## src/rtl/mul_share_arb.sv

```systemverilog
// Two-client round-robin arbiter sequencing one shared 2-stage unsigned multiplier.
// Each grant captures operands, multiplies, registers the result and pulses the owner's ack.
module mul_share_arb #(
  parameter int unsigned A_W = 3,
  parameter int unsigned B_W = 4
) (
  input  logic               clk,
  input  logic               rst_n,
  input  logic               req_0,
  input  logic [A_W-1:0]     a_0,
  input  logic [B_W-1:0]     b_0,
  input  logic               req_1,
  input  logic [A_W-1:0]     a_1,
  input  logic [B_W-1:0]     b_1,
  output logic               ack_0,
  output logic               ack_1,
  output logic [A_W+B_W-1:0] result,
  output logic               result_id,
  output logic               busy
);

  localparam int unsigned P_W = A_W + B_W;

  typedef enum logic [1:0] {StIdle, StMul, StRes, StAck} state_e;

  state_e         state_q, state_d;
  logic           last_id_q, last_id_d;
  logic           gnt_id_q, gnt_id_d;
  logic [A_W-1:0] op_a_q, op_a_d;
  logic [B_W-1:0] op_b_q, op_b_d;
  logic [P_W-1:0] prod_q, prod_d;
  logic [P_W-1:0] result_q, result_d;
  logic           result_id_q, result_id_d;
  logic [1:0]     ack_q, ack_d;
  logic           gnt;

  // Contention goes to the client that was not served last.
  always_comb begin
    gnt = req_1;
    if (req_0 && req_1) begin
      gnt = ~last_id_q;
    end
  end

  always_comb begin
    state_d     = state_q;
    last_id_d   = last_id_q;
    gnt_id_d    = gnt_id_q;
    op_a_d      = op_a_q;
    op_b_d      = op_b_q;
    prod_d      = prod_q;
    result_d    = result_q;
    result_id_d = result_id_q;
    ack_d       = 2'b00;
    case (state_q)
      StIdle: begin
        if (req_0 || req_1) begin
          state_d   = StMul;
          gnt_id_d  = gnt;
          last_id_d = gnt;
          op_a_d    = gnt ? a_1 : a_0;
          op_b_d    = gnt ? b_1 : b_0;
        end
      end
      StMul: begin
        prod_d  = P_W'(op_a_q) * P_W'(op_b_q);
        state_d = StRes;
      end
      StRes: begin
        result_d    = prod_q;
        result_id_d = gnt_id_q;
        ack_d       = gnt_id_q ? 2'b10 : 2'b01;
        state_d     = StAck;
      end
      StAck: begin
        state_d = StIdle;
      end
      default: begin
        state_d = StIdle;
      end
    endcase
  end

  always_ff @(posedge clk or negedge rst_n) begin
    if (!rst_n) begin
      state_q     <= StIdle;
      last_id_q   <= 1'b1;
      gnt_id_q    <= 1'b0;
      op_a_q      <= '0;
      op_b_q      <= '0;
      prod_q      <= '0;
      result_q    <= '0;
      result_id_q <= 1'b0;
      ack_q       <= 2'b00;
    end else begin
      state_q     <= state_d;
      last_id_q   <= last_id_d;
      gnt_id_q    <= gnt_id_d;
      op_a_q      <= op_a_d;
      op_b_q      <= op_b_d;
      prod_q      <= prod_d;
      result_q    <= result_d;
      result_id_q <= result_id_d;
      ack_q       <= ack_d;
    end
  end

  assign ack_0     = ack_q[0];
  assign ack_1     = ack_q[1];
  assign result    = result_q;
  assign result_id = result_id_q;
  assign busy      = (state_q != StIdle);

endmodule

```

## config.mk

```make
export PLATFORM = sky130hd
export DESIGN_NAME = mul_share_arb
export DESIGN_NICKNAME = d
export VERILOG_FILES = /design/src/rtl/mul_share_arb.sv
export SDC_FILE = /design/constraint.sdc
export NUM_CORES = 1
export LEC_CHECK = 0
export BUFFER_PORTS_ARGS = -buffer_cell sky130_fd_sc_hd__buf_2
export CAP_MARGIN = 15
export CORE_MARGIN = 5
export CORE_UTILIZATION = 40
export DETAILED_ROUTE_END_ITERATION = 6
export HOLD_SLACK_MARGIN = 0.03
export SYNTH_ARGS = -nofsm -noshare
export SYNTH_HDL_FRONTEND = slang
export SYNTH_SLANG_ARGS = --single-unit
export TNS_END_PERCENT = 5
```

## constraint.sdc

```tcl
create_clock -name clk -period 4.8 [get_ports clk]
set_input_delay 0.72 -clock clk [delete_from_list [all_inputs] [get_ports clk]]
set_output_delay 0.72 -clock clk [all_outputs]
set_load 0.01 [all_outputs]
```

; ---- Word level (Yosys, flattened, before mapping)
; Cells that the tools add are included.
[totals]
reg_bits = 28
input_bits = 18
out_inout_bits = 11
[classes]
mul = 1
eq_ne = 4
mux = 7
n_bitwise = 1
reduce_logical = 5
[ops]
columns = cell, count
row1 = one-hot mux 2 bit (4 select lines), 1
row2 = multiplier 3 x 4 -> 7 bit, 1
row3 = 2-to-1 mux 2 bit, 3
row4 = "equality test 2 bit, second input constant", 2
row5 = 2-to-1 mux 4 bit, 1
row6 = 2-to-1 mux 3 bit, 1
row7 = "equality test 2 x 1 -> 1 bit, second input constant", 1
row8 = zero test 2 bit, 1
row9 = "!= test 2 bit, second input constant", 1
row10 = AND reduction 2 bit, 1
row11 = nonzero test 2 bit, 1
row12 = logical AND 1 bit, 1
row13 = logical OR 1 bit, 1
row14 = 2-to-1 mux 1 bit, 1
row15 = NOT 1 bit, 1

; ---- Depth between registers and ports, before layout
; Gate-level depths: netlist of the first run.
[logic_depth]
depth_word = 3
ltp_mapped = 7

; ---- Worst setup path after synthesis of the first run
; Ideal clock, no wire load.
[synth_timing]
path_type = register to register
startpoint = reg op_b_q[0]
endpoint = reg prod_q[6]
setup_time_ps = 126
arrival_ps = 2000
path_slack_ps = 2674
stages_incl_launch_ff = 8
path_buffers = 0
cell_sequence = dfrtp_1 -> and2_1 -> fa_1 -> ha_1 -> fa_1 -> a21o_1 -> a21oi_1 -> a21oi_1
[synth_between]
elab_chain_len = 1
[synth_rtl]
columns = item, line
row1 = from (decl), 30  ; logic [B_W-1:0] op_b_q, op_b_d;
row2 = from (signal assigned), 100  ; op_b_q <= op_b_d;
row3 = multiplier 3 x 4 -> 7 bit, 66  ; prod_d = P_W'(op_a_q) * P_W'(op_b_q);
row4 = to (signal assigned), 101  ; prod_q <= prod_d;
row5 = to (decl), 31  ; logic [P_W-1:0] prod_q, prod_d;
; Every way passes these cells.
; A chain may end at the register's enable or synchronous reset.

; ---- Worst setup path in the final report of the first run
; Ends and elaborated chain as after synthesis.

==> run summary, run 1 <==
Initial Util: 42.0%
Max-slew violation count: 0
Layer with the highest usage: met2
DR vias/cell: 4.77
Synthesized area per cell: 11.6 sq um
Period utilization: 47.3%
Die span in y: 69.7 um
Crit-path leading delay family: adder cells
Area leader, netlist: dfrtp_1
Final WL: 2200 um
Hold Vio Cnt, Final: 0
Row count: 21
Top post-synthesis cells by area: dfrtp_1 (47%), mux2_2 (9.5%), ha_1 (7.9%), mux2i_1 (4.9%), fa_1 (4.2%)
Slew headroom: 61.3%
Setup CP Type: register to register
CP startpoint kind: register
Nets: 182
Post-Synthesis Cells: 123
DRC violations left: 0
Dpl cells: 193
Worst vdd ir: 0.000207 V
CTS sink count: 28
Setup TNS: 0 ns
Clock root buffer: clkbuf_4
Syn nets: 153
Clk slew on worst S/H paths: 0.14 ns
Worst Path Max Fanout: 4
CP arrival: 2.46 ns
GRT met1 Usage: 12.9%
Die X-Extent: 69.7 um
Met2 usage: 16.6%
Worst Slack Setup Final: 2.53 ns
Post-CTS Setup Repair Bufs: 0
Top cell type's share of synthesized area: 47.4%
Layout cells sized above 1: 30.5%
Synth Warn #: 0
WP buf/inv: 0
Drt first-iter violations: 31
CP Capture Type: register
Worst-Margin Slew: 0.580 ns
CTS tree: done
WP depth: 7
Max Clk Rate: 441 MHz
CTS Hold Bufs: 0
Final Skew: 0.00465 ns
Leading cell type in the layout, fill and taps excluded: buf_2
Max-cap viol count: 0
CTS Buffer Depth: 2
TritonCTS buffer count: 3
Minimum clock period: 2.27 ns
Diode count: 0
Worst Hold Class: input port to async pin
Placer congestion estimate: 0.757
Slowest cell delay on critical path: 0.48 ns
HPWL after DPL: 1790 um
Initial antenna violation count: 0
Power Dens Cells: 607 mW/mm^2
CTS H-tree depth: 1
Worst skew pair latency: 0.32 ns
GRT met3 Usage: 2.75%
Grt ovf: 0
First-pass GRT wire length: 4140 um
Number of routed nets with antenna violations: 0
Synth-to-layout area growth: 15.7%
Reg2Reg Depth: 7
Total GRT Usage: 10.1%
Pin count of the biggest net entering global routing: 29
# port buffers: 28
CP max-delay cell: fa_1
Placed cell areas: 0.00160 sq mm
Mapped Area: 0.00143 sq mm
I/O pin total: 29
DR pass1 iterations: 4
RSZ-0062 raised after global routing: no
Critical Path RT: 4.99 ns
Most frequent cells in the layout: buf_2 (28), dfrtp_1 (27), nand2_1 (12), mux2_2 (12)
Final setup violation count: 0
Register area share after synthesis: 49.3%
Post-CTS Resized: 0
Pre-CTS setup slack: 2.55 ns
Finished Cell Area: 0.00165 sq mm
Fin cells: 197
DR vias: 940
Status: completed
Routed WL per cell: 11.2 um
Vias in the first global route: 967
CP cell instances: and2_1 > fa_1 > ha_1 > fa_1 > a21o_1 > a21oi_1 > a21oi_1
Yosys reg bits: 28
Die area: 0.00486 sq mm
Core area: 0.00339 sq mm
Static Leak: 0.857 nW
Post-synth cell types: 27
[report_power, final]
group          switching (mW)  internal, mW  total, mW
Combinational           0.225         0.215      0.440
Clock                  0.0654        0.0844      0.150
Sequential             0.0634         0.348      0.411
[routing by layer]
metal / wire length (um) / share of wire, %
met1: 1020 / 46
met2: 976 / 44
met3: 191 / 8.7
met4: 11 / 0.50
met5: 0 / 0
[cells in the mapped netlist]
| cell type | instances |
|---|---|
| nand2_1 | 12 |
| ha_1 | 9 |
| a31oi_1 | 2 |
| dfrtp_1 | 27 |
| nor2b_1 | 2 |
| xnor2_1 | 1 |
| dfstp_2 | 1 |
| a311oi_1 | 1 |
| o21ai_0 | 2 |
| nand3_1 | 1 |
| buf_2 | 3 |
| o21ai_1 | 7 |
| nor2_1 | 5 |
| mux2_2 | 12 |
| and3b_1 | 1 |
| mux2i_1 | 7 |
| fa_1 | 3 |
| a21bo_1 | 1 |
| a21oi_1 | 5 |
| nand3b_1 | 1 |
| a21o_1 | 1 |
| buf_6 | 1 |
| inv_1 | 6 |
| o21ai_2 | 1 |
| o211ai_1 | 1 |
| nand4b_1 | 1 |
| and2_1 | 9 |
[sequential cells by signal, summed over array words and instances, names as in the netlist]
| signal | cells |
|---|---|
| gnt_id_q | 1 |
| result | 7 |
| state_q | 2 |
| prod_q | 7 |
| op_a_q | 3 |
| result_id | 1 |
| last_id_q | 1 |
| ack_q | 2 |
| op_b_q | 4 |
[final cells by class]
class                           instances  area (sq um)
Clock inverter                          1          30.0
Tap cell                               46          57.6
Fill cell                             331          1740
Timing Repair Buffer                   28           140
Sequential cell                        28           702
Multi-Input combinational cell         85           674
Inverter                                6          22.5
Clock buffer                            3          22.5
[stage by stage]
stage | util [%] | power, mW | hold slack [ns]
after global routing | 48.7 | 1.12 | 0.412
after global placement | 47.1 | 0.851 | 0.477
after CTS | 48.7 | 1.02 | 0.401
final | 48.7 | 1.00 | 0.378
after floorplan | - | 0.750 | 0.424
after detailed placement | 47.1 | 0.866 | 0.484
[path summary, 6_finish.rpt]
path,startpoint,endpoint,slack (ns)
setup / recovery,op_b_q[0]$_DFFE_PN0P_,prod_q[6]$_DFFE_PN0N_,2.53
hold / removal,rst_n,result[5]$_DFFE_PN0P_,0.38
setup reg to reg,op_b_q[0]$_DFFE_PN0P_,prod_q[6]$_DFFE_PN0N_,2.53
hold reg to reg,gnt_id_q$_DFFE_PN0P_,ack_q[0]$_DFF_PN0_,0.50
max in group asynchronous,rst_n,op_b_q[3]$_DFFE_PN0P_,4.04
min in group clk,gnt_id_q$_DFFE_PN0P_,ack_q[0]$_DFF_PN0_,0.50
[cell families (layout without fill, tap and decap cells)]
kind of cell,after synthesis,after routing,share of synthesized area [%]
AO/OA/AOI/OAI,21,21,8.78
multiplexers,19,19,14.4
flip-flops,28,28,49.3
adder cells (fa/ha/maj),12,12,12.1
XOR/XNOR,1,1,0.615
buffers and inverters,10,38,3.42
AND/OR/NAND/NOR,32,32,11.4
Power figures use the tool's default switching activity.
==> inputs of run 2 (changes only) <==
--- a/config.mk
+++ b/config.mk
@@ -5,6 +5,7 @@
 export SDC_FILE = /design/constraint.sdc
 export NUM_CORES = 1
 export LEC_CHECK = 0
+export ABC_AREA = 1
 export BUFFER_PORTS_ARGS = -buffer_cell sky130_fd_sc_hd__buf_2
 export CAP_MARGIN = 15
 export CORE_MARGIN = 5
==> constraint.sdc (replaced) <==
create_clock -name clk -period 2 [get_ports clk]
set_input_delay 0.3 -clock clk [delete_from_list [all_inputs] [get_ports clk]]
set_output_delay 0.3 -clock clk [all_outputs]
set_load 0.01 [all_outputs]
==> run 2 against run 1 <==
  * Clock-buffer cell count up 1
  * Maximum frequency up 17%
  * Area after synthesis up 7.5%
  * Sequential share of layout area down 4.3 points
  * Non-clock buffer count up 7
  * Core utilization up 1.1 points
  * Combinational power rose to 2.9 times the previous value
  * Final cell count up 33%
==> run summary, run 2 <==
Layer with the highest usage: met2
Slew headroom: 59.9%
Die span in y: 71.9 um
CTS tree: done
Setup CP Type: register to register
Clk slew on worst S/H paths: 0.09 ns
Reg2Reg Depth: 9
Finished Cell Area: 0.00183 sq mm
Row count: 22
Power Dens Cells: 1410 mW/mm^2
Die area: 0.00517 sq mm
Fin cells: 262
Diode count: 0
DR vias: 1132
Synth Area in Compound Gates: 9.07%
Top-count cell post-synth: nand2_1
Static Leak: 1.10 nW
CTS Buffer Depth: 2
Vias in the first global route: 1134
Area leader, netlist: dfrtp_1
Final WL: 2660 um
CP arrival: 2.10 ns
Period utilization: 97.1%
Max-cap viol count: 0
First-pass GRT wire length: 4820 um
Synth Warn #: 0
# port buffers: 28
Drt first-iter violations: 52
GRT met1 Usage: 14.7%
Main combinational cell family by area after synthesis: simple AND/OR/NAND/NOR gates
HPWL after DPL: 2090 um
Post-CTS Setup Repair Bufs: 0
Top post-synthesis cells by area: dfrtp_1 (44%), nand2_1 (18%), ha_1 (7.4%), inv_1 (5.9%), o211ai_2 (5.7%)
Status: completed
Clock root buffer: clkbuf_8
Max-slew violation count: 0
Register area share after synthesis: 45.8%
Post-Synth Adder-Cell Area: 11.3%
Commonest cells in the netlist: nand2_1 (75), dfrtp_1 (27), inv_1 (24)
Critical Path RT: 2.16 ns
Dpl cells: 258
CP startpoint kind: register
Fillers: 389
DR vias/cell: 4.32
DR pass1 iterations: 4
Initial antenna violation count: 0
Pin count of the biggest net entering global routing: 29
RSZ-0062 raised after global routing: yes
Post-Synthesis Cells: 177
Core area: 0.00369 sq mm
Most frequent cells in the layout: nand2_1 (74), buf_2 (28), dfrtp_1 (27), inv_1 (23), ha_1 (8)
Final setup violation count: 0
Worst Slack Setup Final: 0.0570 ns
Grt ovf: 0
Total GRT Usage: 11.6%
Max Clk Rate: 515 MHz
Worst Path Max Fanout: 4
CP Capture Type: register
Post-synth EDFFs: 0
Layout cells sized above 1: 30.4%
Top cell type's share of synthesized area: 44.1%
CTS H-tree depth: 1
Post-synth ARST share: 100%
Simple-gate portion of the synthesized area: 24.8%
Minimum clock period: 1.94 ns
Final Skew: 0.00507 ns
CTS sink count: 28
Yosys reg bits: 28
Mux contribution to synthesized area: 0%
TritonCTS buffer count: 3
Start of the worst register-to-register path: op_a_q[2]$_DFFE_PN0P_
Post-synth cell types: 21
Nets: 245
Syn nets: 207
Critical path origin: op_a_q[2]$_DFFE_PN0P_
Worst Hold Class: input port to async pin
Die X-Extent: 71.9 um
Number of routed nets with antenna violations: 0
Synth-to-layout area growth: 19.8%
Pre-CTS setup slack: -0.0421 ns
Placed cell areas: 0.00176 sq mm
Placer congestion estimate: 0.770
Hold Vio Cnt, Final: 0
Post-synth top flop: dfrtp_1
I/O pin total: 29
Met2 usage: 19.2%
Worst vdd ir: 0.000497 V
Leading cell type in the layout, fill and taps excluded: nand2_1
GRT met3 Usage: 0.982%
Worst-Margin Slew: 0.602 ns
DRC violations left: 0
Mapped Area: 0.00153 sq mm
Routed WL per cell: 10.2 um
Worst skew pair latency: 0.27 ns
CTS Hold Bufs: 0
Synthesized area per cell: 8.65 sq um
Synthesized-area fraction occupied by xor and xnor cells: 0%
Initial Util: 41.5%
Setup TNS: 0 ns
## run 2: changes by cell type after synthesis, moves of 3 or more
cell      previous run  this run
nand2_2              0         4
inv_1                6        24
mux2_2              12         0
o21ai_1              7         0
and2_1               9         0
inv_2                0         3
mux2i_1              7         0
o211ai_2             0         7
nand2_1             12        75
nand3_1              1         6
## run 2: cells by family (layout without fill, tap and decap cells)
logic type               after synthesis  after routing
AO/OA/AOI/OAI                         14             14
flip-flops                            28             28
adder cells (fa/ha/maj)               12             12
buffers and inverters                 30             67
AND/OR/NAND/NOR                       93             93
## run 2: cell type report
type | count | area (sq um) | share of cell area (%)
multi-input combinational | 119 | 712 | 38.8
sequential | 28 | 702 | 38.3
timing repair buffer | 35 | 193 | 10.5
inverter | 28 | 113 | 6.14
tap | 48 | 60.1 | 3.27
clock buffer | 4 | 55.1 | 3.00
## run 2: per-stage QoR
step                utilization, %  power (mW)  hold slack, ns
floorplan                        -        1.85         0.00441
global placement              47.8        2.21           0.349
detailed placement            47.8        2.24           0.348
CTS                           49.3        2.60          0.0445
global route                  49.7        2.88          0.0608
finish                        49.7        2.58          0.0252
## run 2: worst paths after layout
kind                                          to  slack [ns]
max                        prod_q[6]$_DFFE_PN0N_        0.06
min reg2reg                result[4]$_DFFE_PN0P_        0.47
max reg2reg                prod_q[6]$_DFFE_PN0N_        0.06
max in group asynchronous  prod_q[6]$_DFFE_PN0N_        1.58
min in group clk           op_a_q[0]$_DFFE_PN0P_        0.28
min                        result[1]$_DFFE_PN0P_        0.03
## run 2: what timing repair did
| item | CTS | global route |
|---|---|---|
| cloned | 0 | 0 |
| resized for setup | 1 | 6 |
| pin swaps | 1 | 0 |
| endpoints found under the setup margin | 1 | 2 |
## run 2: worst max-delay path: stages (launching register included)
cell and delay, ns:
dfrtp_1 0.41, nand2_1 0.06, inv_1 0.05, fa_1 0.48, ha_2 0.20, fa_2 0.34
nand2_2 0.08, inv_2 0.04, o21ai_2 0.11, a21oi_2 0.06
## run 2: per-layer routing
layer  part of all wire [%]  vias to the layer above
li1                       -                      617
met1                     48                      482
met2                     44                       29
met3                    5.6                        4
met4                    2.2                        0
met5                      0                        -
## run 2: power by group
group	internal [mW]	total, mW	switching (mW)	leakage, nW
Combinational	0.519	1.27	0.751	0.719
Sequential	0.827	0.968	0.141	0.354
Clock	0.176	0.343	0.167	0.0288
Total	1.52	2.58	1.06	1.10
==> inputs of run 3 (changes only) <==
--- a/config.mk
+++ b/config.mk
@@ -5,13 +5,13 @@
 export SDC_FILE = /design/constraint.sdc
 export NUM_CORES = 1
 export LEC_CHECK = 0
-export ABC_AREA = 1
 export BUFFER_PORTS_ARGS = -buffer_cell sky130_fd_sc_hd__buf_2
 export CAP_MARGIN = 15
 export CORE_MARGIN = 5
 export CORE_UTILIZATION = 40
 export DETAILED_ROUTE_END_ITERATION = 6
 export HOLD_SLACK_MARGIN = 0.03
+export PLACE_DENSITY = 0.62
 export SYNTH_ARGS = -nofsm -noshare
 export SYNTH_HDL_FRONTEND = slang
 export SYNTH_SLANG_ARGS = --single-unit
==> run 3 against run 2 <==
  * The run now ends with negative setup slack left
  * Via count decreased by 15%
  * Total power increased by 0.35%
  * Combinational power about the same
  * Worst setup slack got worse by 0.18 ns
  * Non-clock buffer count increased by 2
  * Clock power increased by 5.8%
  * Cell area decreased by 4.7%
  * Final cell count decreased by 21%
  * Global-route usage decreased by 0.89 points
  * Critical path type unchanged
  * Critical endpoint unchanged
  * Largest cell class unchanged
==> run summary, run 3 (synthesis gave the netlist of run 1 again) <==
Worst skew pair latency: 0.32 ns
Initial Util: 42.0%
Max-slew violation count: 0
I/O pin total: 29
Max-cap viol count: 0
Reg2Reg Depth: 7
Initial antenna violation count: 0
First-pass GRT wire length: 4330 um
CTS tree: done
Slowest cell delay on critical path: 0.48 ns
Nets: 191
Critical Path RT: 2.20 ns
Worst-Margin Slew: 0.590 ns
CP arrival: 2.33 ns
Die span in y: 69.7 um
HPWL after DPL: 1930 um
Fin cells: 206
Number of routed nets with antenna violations: 0
WP buf/inv: 0
Drt first-iter violations: 22
DR vias/cell: 4.66
CP max-delay cell: fa_1
Worst Hold Class: input port to register
Grt ovf: 0
Slew headroom: 60.6%
RSZ-0062 raised after global routing: yes
Pin count of the biggest net entering global routing: 29
Setup CP Type: register to register
Diode count: 0
Sink of the worst hold path: last_id_q$_DFFE_PN1P_
Pwr Total: 2.59 mW
Layout cells sized above 1: 38.1%
Leading cell type in the layout, fill and taps excluded: buf_2
Minimum clock period: 2.12 ns
Most frequent cells in the layout: buf_2 (28), dfrtp_1 (27), nand2_1 (12), mux2_2 (11)
Die X-Extent: 69.7 um
DRC violations left: 0
CTS Buffer Depth: 2
CP startpoint kind: register
Final hold slack: 0.180 ns
Power Dens Cells: 1480 mW/mm^2
Hold Startpoint: req_0
Total GRT Usage: 10.7%
DR vias: 959
CP cell instances: and2_4 > fa_1 > ha_2 > fa_2 > a21o_1 > a21oi_2 > a21oi_1
Final WL: 2420 um
Row count: 21
Period utilization: 106%
Worst R2R Setup Slack: -0.12 ns
# port buffers: 28
Worst Path Max Fanout: 3
Reg2reg end: prod_q[6]$_DFFE_PN0N_
TritonCTS buffer count: 3
Hold Path Stages: 2
Crit-path leading delay family: adder cells
Dpl cells: 199
Hold Vio Cnt, Final: 0
Core area: 0.00339 sq mm
Placer congestion estimate: 0.770
Max Clk Rate: 471 MHz
CP Capture Type: register
DR pass1 iterations: 3
Routed WL per cell: 11.7 um
Final setup violation count: 3
Clock root buffer: clkbuf_4
Worst Slack Setup Final: -0.124 ns
Start of the worst register-to-register path: op_a_q[2]$_DFFE_PN0P_
Synth-to-layout area growth: 22.7%
CTS sink count: 28
Status: complete, but fails checks
Static Leak: 0.908 nW
Final Skew: 0.00463 ns
Die area: 0.00486 sq mm
CTS H-tree depth: 1
Clk slew on worst S/H paths: 0.15 ns
Worst vdd ir: 0.000485 V
Final core occ: 51.6%
Pre-CTS setup slack: -0.0947 ns
Failing checks: negative setup slack
Vias in the first global route: 985
==> run 3: cell types whose count changed in the layout (fill, tap and decap cells not counted), moves of 5 or more <==
cell	before	now
nand3_1	6	1
inv_1	23	6
o211ai_2	7	0
nand2_1	74	12
mux2i_1	0	7
nand2_2	5	0
and2_1	0	7
mux2_2	0	11
o21ai_1	0	7
==> run 3: what timing repair did <==
action,CTS,global route
hold buffers,1,0
gates resized for setup,1,2
pin swaps,1,3
endpoints found under the setup margin,3,4
setup buffers,0,2
endpoints found under the hold margin,27,0
==> run 3: final cells by class <==
cell class                      instances  area, sq um
Fill cell                             306         1640
Multi-Input combinational cell         85          703
Sequential cell                        28          702
Timing Repair Buffer                   37          210
Tap cell                               46         57.6
Clock inverter                          1         30.0
Clock buffer                            3         22.5
Inverter                                6         22.5
==> run 3: power by group <==
| part | switching (mW) | leakage [nW] | internal (mW) |
|---|---|---|---|
| clock network | 0.160 | 0.0279 | 0.202 |
| registers | 0.140 | 0.349 | 0.834 |
| logic | 0.615 | 0.531 | 0.638 |
| total | 0.915 | 0.908 | 1.67 |
==> run 3: how the worst max path moves through the flow <==
stage	endpoint	slack [ns]	start	cells past startpoint
after floorplan	prod_q[3]$_DFFE_PN0N_	-0.03	op_b_q[2]$_DFFE_PN0P_	5
after global placement	prod_q[6]$_DFFE_PN0N_	-0.04	op_b_q[2]$_DFFE_PN0P_	7
after detailed placement	prod_q[6]$_DFFE_PN0N_	-0.09	op_b_q[2]$_DFFE_PN0P_	7
after CTS	prod_q[6]$_DFFE_PN0N_	-0.11	op_a_q[0]$_DFFE_PN0P_	7
after global routing	prod_q[6]$_DFFE_PN0N_	-0.20	op_a_q[2]$_DFFE_PN0P_	7
final	prod_q[6]$_DFFE_PN0N_	-0.12	op_a_q[2]$_DFFE_PN0P_	7
==> run 3: per-stage QoR <==
step	setup TNS (ns)	cell area [sq um]
floorplan	-0.0595	1440
global placement	-0.0702	1660
detailed placement	-0.222	1660
CTS	-0.258	1730
global route	-0.588	1750
finish	-0.347	1750
==> run 3: metal layers <==
metal	share of wire, %	vias up	track usage, %
li1	-	497	-
met1	46	433	14.1
met2	46	25	17.1
met3	6.0	4	2.61
met4	1.9	0	4.04
met5	0	-	0
